<file path="config.mk">
export PLATFORM = sky130hd
export DESIGN_NAME = matrix_result_writer
export DESIGN_NICKNAME = d
export VERILOG_FILES = /design/src/rtl/matrix_op_defs_pkg.sv /design/src/rtl/matrix_address_getter.sv /design/src/rtl/matrix_result_writer.sv
export SDC_FILE = /design/constraint.sdc
export NUM_CORES = 1
export LEC_CHECK = 0
export CAP_MARGIN = 20
export CORE_MARGIN = 2
export CORE_UTILIZATION = 25
export DETAILED_ROUTE_END_ITERATION = 8
export GPL_ROUTABILITY_DRIVEN = 0
export HOLD_SLACK_MARGIN = 0.03
export MAX_ROUTING_LAYER = met4
export PLACE_DENSITY_LB_ADDON = 0.05
export SLEW_MARGIN = 30
export SYNTH_ARGS = -nofsm -noshare
export SYNTH_HDL_FRONTEND = slang
export SYNTH_SLANG_ARGS = --single-unit
</file>
<file path="constraint.sdc">
create_clock -name clk -period 7.05 [get_ports clk]
set_clock_uncertainty 0.15 [all_clocks]
set_input_delay 1.41 -clock clk [delete_from_list [all_inputs] [get_ports clk]]
set_output_delay 1.41 -clock clk [all_outputs]
set_load 0.02 [all_outputs]
</file>
<file path="src/rtl/matrix_op_defs_pkg.sv">
// matrix_op_defs_pkg: shared matrix storage constants, slot checks, shape/name word packing and writer states
package matrix_op_defs_pkg;
  localparam int MATRIX_BLOCK_SIZE = 256;
  localparam int MATRIX_ADDR_WIDTH = 12;
  localparam int MATRIX_DATA_WIDTH = 32;
  localparam int MATRIX_METADATA_WORDS = 4;
  localparam int MATRIX_NUM_SLOTS = 6;
  typedef struct packed {
    logic [7:0] rows;
    logic [7:0] cols;
  } shape_t;
  typedef enum logic [2:0] {IDLE, CHECK, WRITE_META, STREAM, DONE} writer_state_e;
  function automatic logic is_valid_operand_id(input logic [2:0] id);
    return int'(id) < MATRIX_NUM_SLOTS;
  endfunction
  function automatic logic is_data_capacity_ok(input logic [15:0] n);
    return int'(n) <= MATRIX_BLOCK_SIZE - MATRIX_METADATA_WORDS;
  endfunction
  function automatic logic [31:0] encode_shape_word(input logic [7:0] rows, input logic [7:0] cols);
    return {16'h0, rows, cols};
  endfunction
  function automatic shape_t decode_shape_word(input logic [31:0] w);
    return shape_t'(w[15:0]);
  endfunction
  // name byte 4k lands in the least significant byte of name word k
  function automatic logic [31:0] pack_name_word(input logic [7:0] b0, input logic [7:0] b1,
                                                 input logic [7:0] b2, input logic [7:0] b3);
    return {b3, b2, b1, b0};
  endfunction
endpackage

</file>
<file path="src/rtl/matrix_address_getter.sv">
// matrix_address_getter: base storage address of a matrix slot
module matrix_address_getter
  import matrix_op_defs_pkg::*;
#(
  parameter int BLOCK_SIZE = MATRIX_BLOCK_SIZE,
  parameter int ADDR_WIDTH = MATRIX_ADDR_WIDTH
) (
  input  logic [2:0]            id_i,
  output logic [ADDR_WIDTH-1:0] base_o
);
  assign base_o = ADDR_WIDTH'(int'(id_i) * BLOCK_SIZE);
endmodule

</file>
<file path="src/rtl/matrix_result_writer.sv">
// matrix_result_writer: writes shape/name metadata then a streamed element payload into a matrix slot
module matrix_result_writer
  import matrix_op_defs_pkg::*;
#(
  parameter int BLOCK_SIZE = MATRIX_BLOCK_SIZE,
  parameter int ADDR_WIDTH = MATRIX_ADDR_WIDTH,
  parameter int DATA_WIDTH = MATRIX_DATA_WIDTH
) (
  input  logic                  clk,
  input  logic                  rst,
  input  logic                  write_request,
  output logic                  write_ready,
  input  logic [2:0]            matrix_id,
  input  logic [7:0]            actual_rows,
  input  logic [7:0]            actual_cols,
  input  logic [7:0]            matrix_name [0:7],
  input  logic [DATA_WIDTH-1:0] data_in,
  input  logic                  data_valid,
  output logic                  writer_ready,
  output logic                  write_done,
  output logic                  write_error,
  output logic                  mem_we,
  output logic [ADDR_WIDTH-1:0] mem_addr,
  output logic [DATA_WIDTH-1:0] mem_wdata,
  output logic                  busy
);
  writer_state_e state_q, state_d;
  logic [2:0] id_q, id_d;
  logic [7:0] rows_q, rows_d, cols_q, cols_d, meta_q, meta_d;
  logic [7:0] name_q [0:7];
  logic [7:0] name_d [0:7];
  logic [15:0] total_q, total_d, elem_q, elem_d, prod;
  logic err_q, err_d, we_q, we_d;
  logic [ADDR_WIDTH-1:0] addr_q, addr_d, base;
  logic [DATA_WIDTH-1:0] wdata_q, wdata_d, meta_word;
  matrix_address_getter #(.BLOCK_SIZE(BLOCK_SIZE), .ADDR_WIDTH(ADDR_WIDTH)) u_addr (
    .id_i  (id_q),
    .base_o(base)
  );
  assign prod = 16'(rows_q) * 16'(cols_q);
  assign meta_word = meta_q == 8'd0 ? DATA_WIDTH'(encode_shape_word(rows_q, cols_q)) :
                     meta_q == 8'd1 ? DATA_WIDTH'(pack_name_word(name_q[0], name_q[1], name_q[2], name_q[3])) :
                     meta_q == 8'd2 ? DATA_WIDTH'(pack_name_word(name_q[4], name_q[5], name_q[6], name_q[7])) :
                     '0;
  assign write_ready = state_q == IDLE;
  assign writer_ready = state_q == STREAM;
  assign busy = state_q != IDLE;
  assign write_done = state_q == DONE;
  assign write_error = err_q;
  assign mem_we = we_q;
  assign mem_addr = addr_q;
  assign mem_wdata = wdata_q;
  always_comb begin
    state_d = state_q;
    id_d = id_q;
    rows_d = rows_q;
    cols_d = cols_q;
    name_d = name_q;
    meta_d = meta_q;
    elem_d = elem_q;
    total_d = total_q;
    err_d = err_q;
    we_d = 1'b0;
    addr_d = addr_q;
    wdata_d = wdata_q;
    case (state_q)
      IDLE: if (write_request) begin
        state_d = CHECK;
        id_d = matrix_id;
        rows_d = actual_rows;
        cols_d = actual_cols;
        name_d = matrix_name;
        meta_d = '0;
        elem_d = '0;
        err_d = 1'b0;
      end
      CHECK: begin
        total_d = prod;
        if (!is_valid_operand_id(id_q) || rows_q == 8'd0 || cols_q == 8'd0 || !is_data_capacity_ok(prod)) begin
          err_d = 1'b1;
          state_d = DONE;
        end else state_d = WRITE_META;
      end
      WRITE_META: begin
        we_d = 1'b1;
        addr_d = base + ADDR_WIDTH'(meta_q);
        wdata_d = meta_word;
        meta_d = meta_q + 8'd1;
        if (meta_q == 8'(MATRIX_METADATA_WORDS - 1)) state_d = STREAM;
      end
      STREAM: if (data_valid) begin
        we_d = 1'b1;
        addr_d = base + ADDR_WIDTH'(MATRIX_METADATA_WORDS) + ADDR_WIDTH'(elem_q);
        wdata_d = data_in;
        elem_d = elem_q + 16'd1;
        if (elem_q + 16'd1 == total_q) state_d = DONE;
      end
      DONE: state_d = IDLE;
      default: state_d = IDLE;
    endcase
  end
  always_ff @(posedge clk) begin
    if (rst) begin
      state_q <= IDLE;
      id_q <= '0;
      rows_q <= '0;
      cols_q <= '0;
      name_q <= '{default: '0};
      meta_q <= '0;
      elem_q <= '0;
      total_q <= '0;
      err_q <= 1'b0;
      we_q <= 1'b0;
      addr_q <= '0;
      wdata_q <= '0;
    end else begin
      state_q <= state_d;
      id_q <= id_d;
      rows_q <= rows_d;
      cols_q <= cols_d;
      name_q <= name_d;
      meta_q <= meta_d;
      elem_q <= elem_d;
      total_q <= total_d;
      err_q <= err_d;
      we_q <= we_d;
      addr_q <= addr_d;
      wdata_q <= wdata_d;
    end
  end
endmodule

</file>
# Word level (Yosys, flattened, before mapping)
# Cells that the tools add are included.
# totals
ff_bits	172
inputBits	119
out_inout_bits	50
wordCells	83
# classes
n_addsub	5
mul	1
order_cmp	2
eq_ne	13
n_mux	23
reduce_logical	20
# op_table
op	count
$mux 32	4
$pmux 32 s2	1
$mux 16	2
$pmux 16 s2	1
$logic_not 8->1	3
$pmux 12 s2	1
$add 16x1->16 const B	1
$eq 16x16->1	1
$eq 8x2->1 const B	2
$le 16x8->1 const B	1
$mul 8x8->16	1
$pmux 8 s2	1
$mux 3	5
$add 11x3->12 const B	1
$add 11x8->12	1
$add 12x12->12	1
$mux 12	1
$pmux 3 s4	1
$add 8x1->8 const B	1
$eq 8x1->1 const B	1
$mux 8	1
$ne 2x2->1 const B	4
$reduce_bool 2->1	4
$eq 3x2->1 const B	2
other kinds (13)	22

# Depth between registers and ports, before layout
# Gate-level depths: netlist of the first run.
# logic_depth
word_depth	7
ltp_mapped	19
ltp_nobuf	18

# Modules after synthesis
# From an unflattened synthesis of the first run, not the netlist that was laid out.
# unflattened
cells_unflattened	1445
hier_area_um2	10980.5
# modules_own_cells
mod	n_inst	cells_per_inst	area_each_um2	seq_area_each_um2
matrix_result_writer	1	1432	10886.7	3443.3
matrix_address_getter	1	13	93.8	0.0

# Worst setup path before layout of the first run
# OpenSTA, ideal clock, no wires.
# synth_path
path_type	flip-flop to flip-flop
startpoint	register rows_q[0]
endpoint	register err_q (netlist: write_error)
setup_time_ns	0.120
arrival_time_ns	5.355
required_time_ns	6.780
setup_slack_ns	1.425
path_stages_with_launch	19
path_buffers	1
period_less_slack_ns	5.625
path_cell_list	dfxtp_1 clkbuf_1 nand2_1 fa_1 fa_1 inv_1 fa_1 inv_1 fa_1 inv_1 ha_1 and2_4 a221oi_2 nand2_1 xor2_1 a211o_1 or4_1 or4_4 o31a_1
# synth_via
elab_chain_len	6
word_cells_on_any_way	9
classes_between	1 x mul; 1 x order compare; 1 x eq/ne; 6 x reduce/logical
# synth_lines
element	line_no	text
from (decl)	matrix_result_writer.sv:29	logic [7:0] rows_q, rows_d, cols_q, cols_d, meta_q, meta_d;
from (signal assigned)	matrix_result_writer.sv:119	rows_q <= rows_d;
$mul 8x8->16 / $logic_not 8->1 (equally long branches)	matrix_result_writer.sv:40, matrix_result_writer.sv:79	
$le 16x8->1 / $logic_or 1x1->1 (equally long branches)	matrix_op_defs_pkg.sv:17, matrix_result_writer.sv:79	
$logic_not 1->1 / $logic_or 1x1->1 (equally long branches)	matrix_result_writer.sv:79	if (!is_valid_operand_id(id_q) || rows_q == 8'd0 || cols_q == 8'd0 || !is_data_capacity_ok(prod)) begin
$logic_or 1x1->1 *	matrix_result_writer.sv:79	
$ne 2x2->1 (no line) *	n/a	
$reduce_and 3->1 (no line) *	n/a	
to (signal assigned)	matrix_result_writer.sv:125	err_q <= err_d;
to (decl)	matrix_result_writer.sv:33	logic err_q, err_d, we_q, we_d;
# Mark *: on every way between the ends. The rest lies on a longest branch, timed or not.
# A chain may end at the register's enable or synchronous reset.

# Worst setup path in the final report of the first run
# layout_path
startpoint	register cols_q[7]
endpoint	register err_q (netlist: write_error)
# layout_via
elab_chain_len	6
word_cells_on_any_way	8
classes_between	1 x mul; 1 x order compare; 1 x eq/ne; 5 x reduce/logical
# layout_lines
element	line_no	text
from (decl)	matrix_result_writer.sv:29	
from (signal assigned)	matrix_result_writer.sv:120	cols_q <= cols_d;
$mul 8x8->16	matrix_result_writer.sv:40	assign prod = 16'(rows_q) * 16'(cols_q);
$le 16x8->1	matrix_op_defs_pkg.sv:17	return int'(n) <= MATRIX_BLOCK_SIZE - MATRIX_METADATA_WORDS;
$logic_not 1->1	matrix_result_writer.sv:79	
$logic_or 1x1->1 *	matrix_result_writer.sv:79	
$ne 2x2->1 (no line) *	n/a	
$reduce_and 3->1 (no line) *	n/a	
# Marks and branches as above.

==> results by stage, run 1 <==
Final layout:
- The most frequent standard cell in the layout excluding fill and tap cells is sky130_fd_sc_hd__nand2_1.
- The finished cells cover ~12000 µm².
- For this run, the post-layout net count is 1548.
- The signed area change from the synthesized netlist to the final layout is 26.9%.
- The final standard cell count with taps included and fillers excluded is between 1500 and 2000.
- The top cell types in the final layout, fill and taps aside, are sky130_fd_sc_hd__nand2_1 (263), sky130_fd_sc_hd__dfxtp_1 (172), sky130_fd_sc_hd__clkdlybuf4s50_1 (167).
- The ratio of cells with drive above 1 in the final layout is ~4.3%.

STA:
- The final sum of negative setup slack is 0 ns.
- Measured against its own limit, the worst slew margin works out to between 40% and 50%.
- The share of the cycle needed by the critical path after routing is between 80% and 90%.
- The final max-slew violation count is 0.
- Setup repair after global routing left no endpoint under its margin.
- The final hold violation count is 0.
- Setup slack closes at approximately 1.2 ns.
- Setup violations remaining at the end of the flow were counted as 0.
- For this run, the top clock speed supported by timing is between 150 and 200 MHz.
- The actual slew at the worst max-slew pin is around 0.82 ns.
- The final critical-path required period is between 5 and 6 ns.
- Across all hold checks on the routed design, the worst slack comes to between 0.3 and 0.4 ns.

Placement:
- The number of cells in the design after placement is 1847.
- The worst slack at placement is roughly 1.2 ns.
- The HPWL after detailed placement is 23800 µm.
- The number of port buffers is 168.
- The post-placement cell area is ~12000 µm².

Yosys:
- The synthesized area divided by synthesized cell count is ~7.8 µm².
- The mapped netlist covers slightly below 10000 µm².
- Among all flip-flop cells after synthesis, the most frequent one is sky130_fd_sc_hd__dfxtp_1.
- The post-synthesis sequential area ratio is between 30% and 40%.
- In the synthesized netlist the async set-or-reset flop fraction comes to 0%.
- The count of synthesis-stage warnings from yosys is 0.
- Synthesis produced a netlist with a net count of about 1400.
- Synthesis produced a netlist whose cell count is about 1200.
- The number of enable flip-flop cells after synthesis is 0.
- In this run, distinct cell masters in the synthesized netlist total 51.
- In this run, synthesis produced a sequential element count of 172.

CTS:
- The H-tree depth reported by CTS is 4.
- After clock tree synthesis, the repair step resized 0 gates.
- No sink is reached through more buffers than the 2 on the longest clock path.
- The clock tree from TritonCTS is yes.
- Once the clock tree was built, the setup fixing pass inserted 0 buffers.
- Buffers inserted during clock tree synthesis total 17.
- After clock tree synthesis, the clock-pin slew on the worst setup and hold paths is 0.07 ns.
- The clock reaches the later pin of the worst-skew pair after ~0.45 ns.
- The clock root buffer master is sky130_fd_sc_hd__clkbuf_16.
- For this design, the CTS-stage hold fixing added 0 buffers.
- The clock net in this run drives a total of between 150 and 200 sinks.

Global route:
- The via count of the first global-routing pass is roughly 9000.
- The leftover overflow at the end of global routing is 0.
- The number of antenna violations at the first check in global routing is 2.
- The maximum number of pins on one net before global-route repair is between 80 and 90.
- The wire length of the first global-routing pass is 53100 µm.
- The total global routing track utilization is about 17%.

Drt:
- The first detailed-routing pass ran for 7 iterations.
- The number of vias per cell after detailed routing is approximately 4.7.
- For this run, design rule violations remaining after detail routing come to 0.
- The final routed wirelength across all metal layers is 33800 µm.
- Once detail routing completed, the nets flagged for antenna violations numbered 0.
- The first routing iteration left about 550 violations.
- The routed length per instance is around 18 µm.
- The total vias in the final route is about 8800.

Floorplanning:
- The number of top-level pins is 169.
- The placeable core region is 38500 µm².
- In this run the vertical extent of the chip is about 200 µm.
- The floorplan step defined a die boundary enclosing approximately 40000 µm².
- The x dimension of the die is roughly 200 µm.
- The initial core utilization is 25.2%.
- The initialized floorplan defines 72 standard-cell rows.

Setup path:
- The worst register-to-register path ends at write_error.
- The setup check on the worst reg-to-reg path leaves a slack of ~1.2 ns.
- The worst setup path is launched from a flop.
- The logic depth of the worst register-to-register path is 17.
- The combined buffer and inverter count along the critical path is 3.
- For the worst setup path, the data required time is 7.23 ns.
- The signal on the critical path passes through nand2_1, fa_1, fa_1, inv_1, fa_1, inv_1, fa_1, inv_1, ha_1, and2_4, a221oi_2, nand2_1, xor2_1, a211o_1, or4_1, or4_4, o31a_1.
- The critical path crosses 17 cells after its start point.
- For this run, the slowest stage of the critical path takes 0.56 ns.
- In this run the worst setup path begins at cols_q[7].
- The critical path is of the reg2reg type.
- The critical path arrival is around 6.1 ns.
- The largest driver fanout on the critical path is 11.
- The critical-path cell with the highest stage delay is sky130_fd_sc_hd__fa_1.
- The cell type group with the largest total delay on the critical path is adder cells.
- STA classifies the critical path endpoint as a flop.
- Following the worst setup path forward leads to its endpoint at write_error.
- The cell type with the highest occurrence count on the critical path is sky130_fd_sc_hd__fa_1.
- In this run the critical register-to-register path is launched from cols_q[7].

Pwr:
- The switching share of power is about a third.
- Summed over all nets, the switching power comes to 0.000765 W.
- The part of the total power dissipated in the clock network is between 30% and 40%.
- The internal power contribution is roughly 0.0017 W.
- For this design the static power due to leakage is roughly 4.7 nW.
- The total power density per cell area is between 150 and 200 nW/µm².
- Sequential cells burn about 44% of the power.
- The power share of the combinational group is a little under a fifth.
- The peak ir drop on the vdd network is 0.000141 V.

Min path:
- The classification of the worst-slack hold path is reg2reg.
- The worst hold path passes through 2 cells.
- The start point of the worst min-delay path is name_q[60].

Outcome:
- The flow ran to the end, and the final reports show no timing, DRC or antenna violations.

Flow run:
- The tool flagged a number of max-cap violations equal to 0.
## per-stage QoR
| stage | utilization (%) | power, W |
|---|---|---|
| CTS | 32.0 | 0.00248 |
| global placement | 30.6 | 0.00156 |
| detailed placement | 30.6 | 0.00156 |
| global route | 32.0 | 0.00256 |
| floorplan | - | 0.00136 |
| finish | 32.0 | 0.00244 |
## logic make-up after synthesis
| logic type | share of synthesized area, % |
|---|---|
| flip-flops | 35.5 |
| adder cells (fa/ha/maj) | 13.2 |
| buffers and inverters | 6.08 |
| AND/OR/NAND/NOR | 22.6 |
| AO/OA/AOI/OAI | 18.6 |
| XOR/XNOR | 3.61 |
| multiplexers | 0.438 |
## worst min path at each step
stage	endpoint	slack [ns]
global route	name_q[51]	0.33
finish	name_q[60]	0.30
floorplan	name_q[16]	0.29
CTS	name_q[11]	0.31
global placement	mem_wdata[15]	0.28
detailed placement	name_q[11]	0.30
## sequential cells by signal (all words and copies together) (netlist names), 8 cells and up
name       count
mem_addr      12
cols_q         8
name_q        64
mem_wdata     32
elem_q        16
meta_q         8
rows_q         8
total_q       16
## routing by layer
layer  vias to the layer above  share of wire, %  track usage [%]
met2                       160                45             26.5
met5                         -                 0                -
met3                        24               5.0             4.14
met4                         0               1.1             4.05
li1                       4422                 -                -
met1                      4233                49             23.4
## worst register-to-register path: cells and delay by family, from the launching register on
kind | cells | cell delay, ns
and+or+nand+nor | 5 | 1.48
adders and majority gates | 5 | 2.50
buffers and inverters | 3 | 0.15
AOI/OAI and AO/OA | 3 | 0.77
DFF | 1 | 0.54
xor gates and xnor gates | 1 | 0.17
## Yosys cell counts, drive strengths merged, types with 3 or more instances
cell type,number,area share (%)
nand2,264,10
dfxtp,172,35
a21oi,160,8.2
clkbuf,79,3.1
nor2,76,2.9
o21ai,59,3.0
inv,58,2.2
and2,57,3.7
ha,45,5.8
fa,36,7.4
a22oi,34,2.6
nor3,32,1.6
xnor2,24,2.2
nand3,21,1.1
a222oi,16,1.6
buf,16,0.79
xor2,16,1.4
nor4,10,0.71
a21o,6,0.48
nand4,6,0.39
a211oi,4,0.31
a31oi,4,0.26
and3,4,0.26
and4,4,0.36
o31a,4,0.36
or3,4,0.26
or4,4,0.35
nor3b,3,0.23
o211ai,3,0.23
o21bai,3,0.23
## layout make-up
| cell class | count | area [µm²] |
|---|---|---|
| Antenna cell | 3 | 7.51 |
| Clock buffer | 19 | 443 |
| Clock inverter | 12 | 88.8 |
| Fill cell | 4184 | 26100 |
| Inverter | 58 | 218 |
| Multi-Input combinational cell | 921 | 5720 |
| Sequential cell | 172 | 3440 |
| Tap cell | 518 | 648 |
| Timing Repair Buffer | 178 | 1760 |
## power by group through the flow
stage	registers, W	clock network, W	logic (W)
floorplan	0.00108	0	0.000280
global placement	0.00110	0	0.000456
detailed placement	0.00111	0	0.000454
CTS	0.00108	0.000939	0.000456
global route	0.00109	0.000967	0.000503
finish	0.00108	0.000909	0.000445
Note: power is estimated with default switching activity, not from simulation.
==> run 2, diff against run 1 <==
==> constraint.sdc (replaced) <==
create_clock -name clk -period 5.9 [get_ports clk]
set_clock_uncertainty 0.15 [all_clocks]
set_input_delay 1.18 -clock clk [delete_from_list [all_inputs] [get_ports clk]]
set_output_delay 1.18 -clock clk [all_outputs]
set_load 0.02 [all_outputs]
==> run 2 against run 1 <==
- routed wire length is 0.11% lower
- flip-flop and latch count stayed put
- cell area is 1.6% higher
- total power is 26% higher
- combinational power is 27% higher
- die area stayed put
- non-clock buffer count is 15 higher
- sequential power is 19% higher
- global-route usage hardly changed
- sequential share of layout area is 0.43 points lower
- hold slack worse by 0.0016 ns
- fmax is 4.7% higher
- critical endpoint unchanged
- highest routed layer unchanged
==> results by stage, run 2 (synthesized netlist as in run 1, its figures left out) <==
STA:
- The headroom to the max-slew limit was 39.9% (-5.3 points).
- The final sum of negative setup slack is 0 ns (unchanged).
- The final max-slew violation count was 0 (unchanged).
- The share of the cycle needed by the critical path after routing was 95.1% (+12 points).
- The actual slew at the worst max-slew pin is 0.901 ns (+0.0796 ns).
- The final hold violation count was 0 (unchanged).
- The maximum clock frequency is 178 MHz (+4.7%).
- The count of endpoints failing setup in the final report came to 0 (unchanged).
- The final critical-path required period is 5.61 ns (-0.265 ns).
- Setup repair after global routing left no endpoint under its margin.

Setup path:
- The critical path is of the reg2reg type.
- The largest driver fanout on the critical path is 9 (-2).
- The critical path arrival is 5.81 ns (-0.24 ns).
- The worst reg-to-reg setup slack is 0.29 ns (-0.88 ns).
- The logic depth of the worst register-to-register path is 17 (unchanged).
- STA classifies the critical path startpoint as a flop.
- The required time reported for the critical path endpoint is 6.09 ns (-1.14 ns).
- STA classifies the critical path endpoint as a flop.
- The startpoint of the worst-slack reg-to-reg timing path is cols_q[4].
- The capturing point of the worst reg2reg path is write_error.

Pwr:
- The reported leakage power came to 4.80 nW (+2.5%).
- The peak ir drop on the vdd network is 0.000202 V (+44%).
- The overall power after layout came to 0.00307 W (+26%).
- The total power density per cell area came to 245 nW/µm² (+24%).

Final layout:
- The ratio of cells with drive above 1 in the final layout is 5.45% (+1.2 points).
- The final standard cell utilization of the core is 32.5% (+0.51 points).
- The number of flip-flops in the largest register is 64 (unchanged).
- The final standard cell count with taps included and fillers excluded came to 1896 (+0.80%).
- The register bank with the most flops is name_q.
- In the layout the commonest cells are sky130_fd_sc_hd__nand2_1 (263), sky130_fd_sc_hd__dfxtp_1 (171), sky130_fd_sc_hd__clkdlybuf4s50_1 (167).
- The net total in the final layout is 1563 (+0.97%).
- The area growth from synthesis to layout is 28.9%.
- The most frequent standard cell in the layout excluding fill and tap cells is sky130_fd_sc_hd__nand2_1.

Min path:
- The classification of the worst-slack hold path is reg2reg.
- The path with the worst hold slack has its endpoint at name_q[17].
- The start point of the worst min-delay path is name_q[17].
- The number of stages on the worst hold path was 2 (unchanged).

Floorplanning:
- The x dimension of the die was 201 µm (unchanged).
- The die area came to 40400 µm² (unchanged).
- The initial core utilization was 25.2% (unchanged).
- The row count is 72 (unchanged).
- The overall die height came to 201 µm (unchanged).
- The placeable core region is 38500 µm² (unchanged).
- The number of top-level pins is 169 (unchanged).

Flow run:
- The number of violations of the max-capacitance limit came to 0 (unchanged).

Drt:
- The routed length per instance is 17.8 µm (-0.90%).
- The length of the first detailed-routing pass in iterations came to 5 (-2).
- The number of DRC markers after the initial detailed-route iteration came to 489 (-11%).
- The number of nets with antenna violations after routing is 0 (unchanged).
- The final routed wirelength across all metal layers is 33700 µm (-0.11%).
- The post-detailed-route DRC marker count is 0 (unchanged).
- The number of vias per cell after detailed routing is 4.67 (-0.57%).
- The total vias in the final route is 8859 (+0.23%).

CTS:
- The clock slew seen by the registers of the worst setup and hold paths is 0.08 ns (about the same).
- TritonCTS built the clock tree.
- The H-tree depth reported by CTS is 4 (unchanged).
- The deepest clock path buffer count is 2 (unchanged).
- The TritonCTS buffer count is 17 (unchanged).
- The number of clock sinks is 172 (unchanged).
- CTS placed an instance of sky130_fd_sc_hd__clkbuf_16 at the clock tree root.
- The later-pin clock latency in the skew report came to 0.45 ns (about the same).

Global route:
- The via count of the first global-routing pass is 8981 (-0.44%).
- The maximum number of pins on one net before global-route repair was 75 (-14%).
- The number of antenna violations at the first check in global routing came to 3 (+1).
- The wire length of the first global-routing pass came to 52900 µm (-0.38%).
- The total global routing track utilization is 17.5% (+0.036 points).
- The leftover overflow at the end of global routing is 0 (unchanged).

Placement:
- The HPWL after detailed placement is 24300 µm (+2.0%).
- The number of cells in the design after placement is 1862 (+0.81%).
- The number of port buffers is 168 (unchanged).

Outcome:
- The run finished with clean final reports.
==> run 2: changes by cell type in the layout (fill, tap and decap cells not counted), moves of 2 or more <==
cell	change
sky130_fd_sc_hd__buf_4	+16
sky130_fd_sc_hd__bufinv_16	+3
sky130_fd_sc_hd__clkinv_2	-3
sky130_fd_sc_hd__clkinv_4	+2
==> run 2: worst max-delay path by stage <==
stage / startpoint / to / slack (ns) / depth (start not counted)
floorplan: rows_q[0] / write_error / 0.28 / 18
global placement: cols_q[4] / write_error / 0.32 / 17
detailed placement: cols_q[4] / write_error / 0.28 / 17
CTS: cols_q[4] / write_error / 0.26 / 17
global route: rows_q[1] / write_error / 0.02 / 17
finish: cols_q[4] / write_error / 0.29 / 17
==> run 2: area by class of cell <==
type / count / area (µm²)
inverter: 58 / 218
tap: 518 / 648
fill: 4149 / 25900
timing repair buffer: 193 / 1870
multi-input combinational: 921 / 5720
clock buffer: 18 / 429
sequential: 172 / 3440
antenna: 2 / 5.00
clock inverter: 14 / 185
==> run 2: worst max-delay path, cell delays in order (launching register included) <==
cell and delay (ns):
sky130_fd_sc_hd__dfxtp_1 0.32, sky130_fd_sc_hd__buf_4 0.17, sky130_fd_sc_hd__and2_1 0.16, sky130_fd_sc_hd__fa_1 0.45, sky130_fd_sc_hd__fa_1 0.54, sky130_fd_sc_hd__inv_1 0.05, sky130_fd_sc_hd__fa_1 0.46, sky130_fd_sc_hd__fa_1 0.55
sky130_fd_sc_hd__inv_1 0.04, sky130_fd_sc_hd__ha_1 0.34, sky130_fd_sc_hd__and2_4 0.17, sky130_fd_sc_hd__a221oi_2 0.26, sky130_fd_sc_hd__nand2_1 0.12, sky130_fd_sc_hd__xor2_1 0.18, sky130_fd_sc_hd__a211o_1 0.24, sky130_fd_sc_hd__or4_1 0.52
sky130_fd_sc_hd__or4_4 0.51, sky130_fd_sc_hd__o31a_1 0.28
==> run 2: timing repair <==
action | CTS | global route
hold buffers | 0 | 0
gates resized for setup | 0 | 1
endpoints found under the setup margin | 0 | 1
buffers inserted | 0 | 0
==> run 2: metal layers <==
metal,global-route usage (%),wire length (µm),up-vias
met5,-,0,-
met4,4.29,316,0
met3,3.94,1630,23
met2,27.3,15700,161
met1,22.9,16100,4223
li1,-,-,4452
==> run 2: power by group <==
part / internal [W] / switching, W / total, W
clock: 0.000678 / 0.000546 / 0.00122
combinational: 0.000231 / 0.000335 / 0.000566
sequential: 0.00123 / 0.0000505 / 0.00128
==> run 2: through the flow <==
step	instance area, µm²	setup slack (ns)	hold slack, ns
finish	12500	0.289	0.303
global route	12500	0.0171	0.323
CTS	12500	0.260	0.306
detailed placement	11900	0.276	0.292
global placement	11900	0.319	0.284
floorplan	9710	0.275	0.286
==> run 3, diff against run 2 <==
--- a/config.mk
+++ b/config.mk
@@ -6,7 +6,7 @@
 export NUM_CORES = 1
 export LEC_CHECK = 0
 export CAP_MARGIN = 20
-export CORE_MARGIN = 2
+export CORE_MARGIN = 5
 export CORE_UTILIZATION = 25
 export DETAILED_ROUTE_END_ITERATION = 8
 export GPL_ROUTABILITY_DRIVEN = 0
==> constraint.sdc (replaced) <==
create_clock -name clk -period 5.45 [get_ports clk]
set_clock_uncertainty 0.15 [all_clocks]
set_input_delay 1.09 -clock clk [delete_from_list [all_inputs] [get_ports clk]]
set_output_delay 1.09 -clock clk [all_outputs]
set_load 0.02 [all_outputs]
==> run 3 against run 2 <==
- clock power decreased by 4%
- sequential power up 8%
- critical path depth stayed put
- clock-buffer cell count increased by 2
- non-clock buffer count rose by 11
- hold slack improved by 0.00095 ns
- cell area grew 1.1%
- global-route usage shrank 1.2 points
- setup slack worse by 0.16 ns
- utilization increased by 0.27 points
- total power grew 4.1%
==> results by stage, run 3 (synthesized netlist as in run 1, its figures left out) <==
STA:
- The minimum setup slack in the final design is 0.134 ns (-0.155 ns).
- The headroom to the max-slew limit is 39.0% (-0.96 points).
- The final max-slew violation count was 0 (unchanged).
- The actual slew at the worst max-slew pin is 0.915 ns (+0.0144 ns).
- The final worst hold slack came to 0.304 ns (+0.000950 ns).
- The maximum clock frequency is 188 MHz (+5.5%).
- The final critical-path required period is 5.32 ns (-0.295 ns).
- The share of the cycle needed by the critical path after routing is 97.5% (+2.4 points).
- Setup repair after global routing could not meet its margin everywhere.
- The final hold violation count came to 0 (unchanged).
- The count of endpoints failing setup in the final report is 0 (unchanged).

CTS:
- The deepest clock path buffer count was 2 (unchanged).
- The later-pin clock latency in the skew report came to 0.44 ns (about the same).
- Clock tree synthesis selected as its root buffer the cell sky130_fd_sc_hd__clkbuf_16.
- The clock tree from TritonCTS is yes.
- The number of clock sinks is 172 (unchanged).
- The TritonCTS buffer count came to 17 (unchanged).
- The H-tree depth reported by CTS is 4 (unchanged).
- The clock slew seen by the registers of the worst setup and hold paths is 0.07 ns (about the same).

Floorplanning:
- The x dimension of the die is 207 µm (+3.0%).
- The overall die height is 207 µm (+3.0%).
- The number of top-level pins came to 169 (unchanged).
- The initial core utilization is 25.2% (-0.059 points).
- The die area is 42900 µm² (+6.1%).
- The row count was 72 (unchanged).
- The placeable core region was 38600 µm² (+0.23%).

Global route:
- The total global routing track utilization was 16.2% (-1.2 points).
- The number of antenna violations at the first check in global routing is 8 (+5).
- The leftover overflow at the end of global routing is 0 (unchanged).
- The via count of the first global-routing pass was 9099 (+1.3%).
- The wire length of the first global-routing pass is 53700 µm (+1.6%).
- The maximum number of pins on one net before global-route repair is 87 (+16%).

Placement:
- The worst slack at placement is -0.114 ns (-0.391 ns).
- The post-placement cell area is 12000 µm² (+0.56%).
- The HPWL after detailed placement was 24700 µm (+2.0%).
- The number of port buffers is 168 (unchanged).

Setup path:
- The critical path arrival is 5.50 ns (-0.31 ns).
- The largest driver fanout on the critical path is 5 (-4).
- STA classifies the critical path startpoint as a flop.
- The capturing point of the worst reg2reg path is write_error.
- The startpoint identified for the worst register-to-register timing path is cols_q[2].
- The worst reg-to-reg setup slack is 0.13 ns (-0.16 ns).
- The critical path is of the reg2reg type.
- The required time reported for the critical path endpoint was 5.63 ns (-0.46 ns).
- STA classifies the critical path endpoint as a flop.
- The logic depth of the worst register-to-register path is 17 (unchanged).

Min path:
- The number of stages on the worst hold path is 2 (unchanged).
- The worst hold path terminates at name_q[25].
- In this run the worst hold path is classified as reg2reg.
- The worst hold path begins at name_q[25].

Pwr:
- The peak ir drop on the vdd network is 0.000224 V (+11%).
- The total power density per cell area came to 252 nW/µm² (+3.0%).
- The reported leakage power is 4.83 nW (+0.75%).

Final layout:
- Counting flops per register, the top entry is name_q.
- The net total in the final layout is 1574 (+0.70%).
- The fill cell total of the finished layout is 4231 (+2.0%).
- The ratio of cells with drive above 1 in the final layout is 7.73% (+2.3 points).
- The final standard cell utilization of the core came to 32.8% (+0.27 points).
- The most frequent standard cell in the layout excluding fill and tap cells is sky130_fd_sc_hd__nand2_1.
- The area of all sequential standard cells came to 3460 µm² (+0.54%).
- The area of combinational cells with multiple inputs is 5800 µm² (+1.4%).
- The final design area excluding fillers is 12700 µm² (+1.1%).
- The number of flip-flops in the largest register is 64 (unchanged).
- In the layout the commonest cells are sky130_fd_sc_hd__nand2_1 (258), sky130_fd_sc_hd__clkdlybuf4s50_1 (167), sky130_fd_sc_hd__dfxtp_1 (162).
- The signed area change from the synthesized netlist to the final layout is 30.3%.

Drt:
- The routed length per instance is 18.0 µm (+1.2%).
- The final routed wirelength across all metal layers was 34400 µm (+1.9%).
- The length of the first detailed-routing pass in iterations came to 6 (+1).
- The number of vias per cell after detailed routing came to 4.63 (-0.90%).
- The number of DRC markers after the initial detailed-route iteration was 470 (-3.9%).
- The total vias in the final route came to 8844 (-0.17%).
- The number of nets with antenna violations after routing is 0 (unchanged).
- The post-detailed-route DRC marker count is 0 (unchanged).

Outcome:
- The flow ran to the end, and the final reports show no timing, DRC or antenna violations.

Flow run:
- The number of violations of the max-capacitance limit is 0 (unchanged).
run 3: cell count changes in the layout (fill, tap and decap cells not counted), moves of 3 or more:
cell,before,now
sky130_fd_sc_hd__nand2_2,0,5
sky130_fd_sc_hd__dfxtp_1,171,162
sky130_fd_sc_hd__diode_2,2,8
sky130_fd_sc_hd__nand2_1,263,258
sky130_fd_sc_hd__dfxtp_4,0,3
sky130_fd_sc_hd__buf_4,26,33
sky130_fd_sc_hd__dfxtp_2,1,7
sky130_fd_sc_hd__buf_6,0,3
run 3: per-layer routing:
metal	track usage (%)	routed length, µm
met5	-	0
met4	2.71	230
met3	4.31	1770
met2	24.9	15600
met1	21.9	16800
run 3: what timing repair did:
action	CTS	global route
hold buffers	0	0
cloned	0	0
endpoints found under the setup margin	3	3
setup buffers	1	2
gates resized for setup	7	26
pin swaps	5	16
run 3: worst max-delay path by stage:
| stage | startpoint | endpoint | slack (ns) |
|---|---|---|---|
| 3_5_place_dp | rows_q[2] | write_error | -0.11 |
| 3_3_place_gp | rows_q[2] | write_error | -0.06 |
| 4_1_cts | rows_q[2] | write_error | 0.007 |
| 6_report | cols_q[2] | write_error | 0.13 |
| 2_1_floorplan | rows_q[0] | write_error | 0.008 |
| 5_1_grt | cols_q[2] | write_error | -0.07 |
run 3: area by class of cell:
class	instances	share of cell area (%)
antenna	8	0.158
multi-input combinational	921	45.9
tap	518	5.12
inverter	58	1.72
clock buffer	20	3.45
timing repair buffer	204	15.6
clock inverter	9	0.712
sequential	172	27.4
run 3: critical path: stages (launching register included):
cell,delay [ns]
sky130_fd_sc_hd__dfxtp_4,0.37
sky130_fd_sc_hd__nand2_2,0.06
sky130_fd_sc_hd__fa_1,0.51
sky130_fd_sc_hd__fa_1,0.49
sky130_fd_sc_hd__inv_1,0.05
sky130_fd_sc_hd__fa_1,0.49
sky130_fd_sc_hd__inv_2,0.04
sky130_fd_sc_hd__fa_1,0.50
sky130_fd_sc_hd__inv_2,0.05
sky130_fd_sc_hd__ha_4,0.25
sky130_fd_sc_hd__and2_4,0.17
sky130_fd_sc_hd__a221oi_4,0.24
sky130_fd_sc_hd__nand2_2,0.11
sky130_fd_sc_hd__xor2_2,0.17
sky130_fd_sc_hd__a211o_1,0.23
sky130_fd_sc_hd__or4_4,0.53
sky130_fd_sc_hd__or4_4,0.52
sky130_fd_sc_hd__o31a_1,0.28
run 3: power breakdown:
group          leakage, nW  switching (W)  internal, W  total [W]
clock                0.253       0.000544     0.000625    0.00117
combinational         3.18       0.000370     0.000271   0.000641
sequential            1.40      0.0000520      0.00133    0.00138
run 3: stage by stage:
step / total power [W] / instances / setup TNS [ns]
detailed placement: 0.00205 / 1870 / -0.239
global placement: 0.00204 / 1870 / -0.0807
floorplan: 0.00176 / 1246 / 0
global route: 0.00337 / 1910 / -0.178
CTS: 0.00324 / 1900 / 0
finish: 0.00319 / 1910 / 0
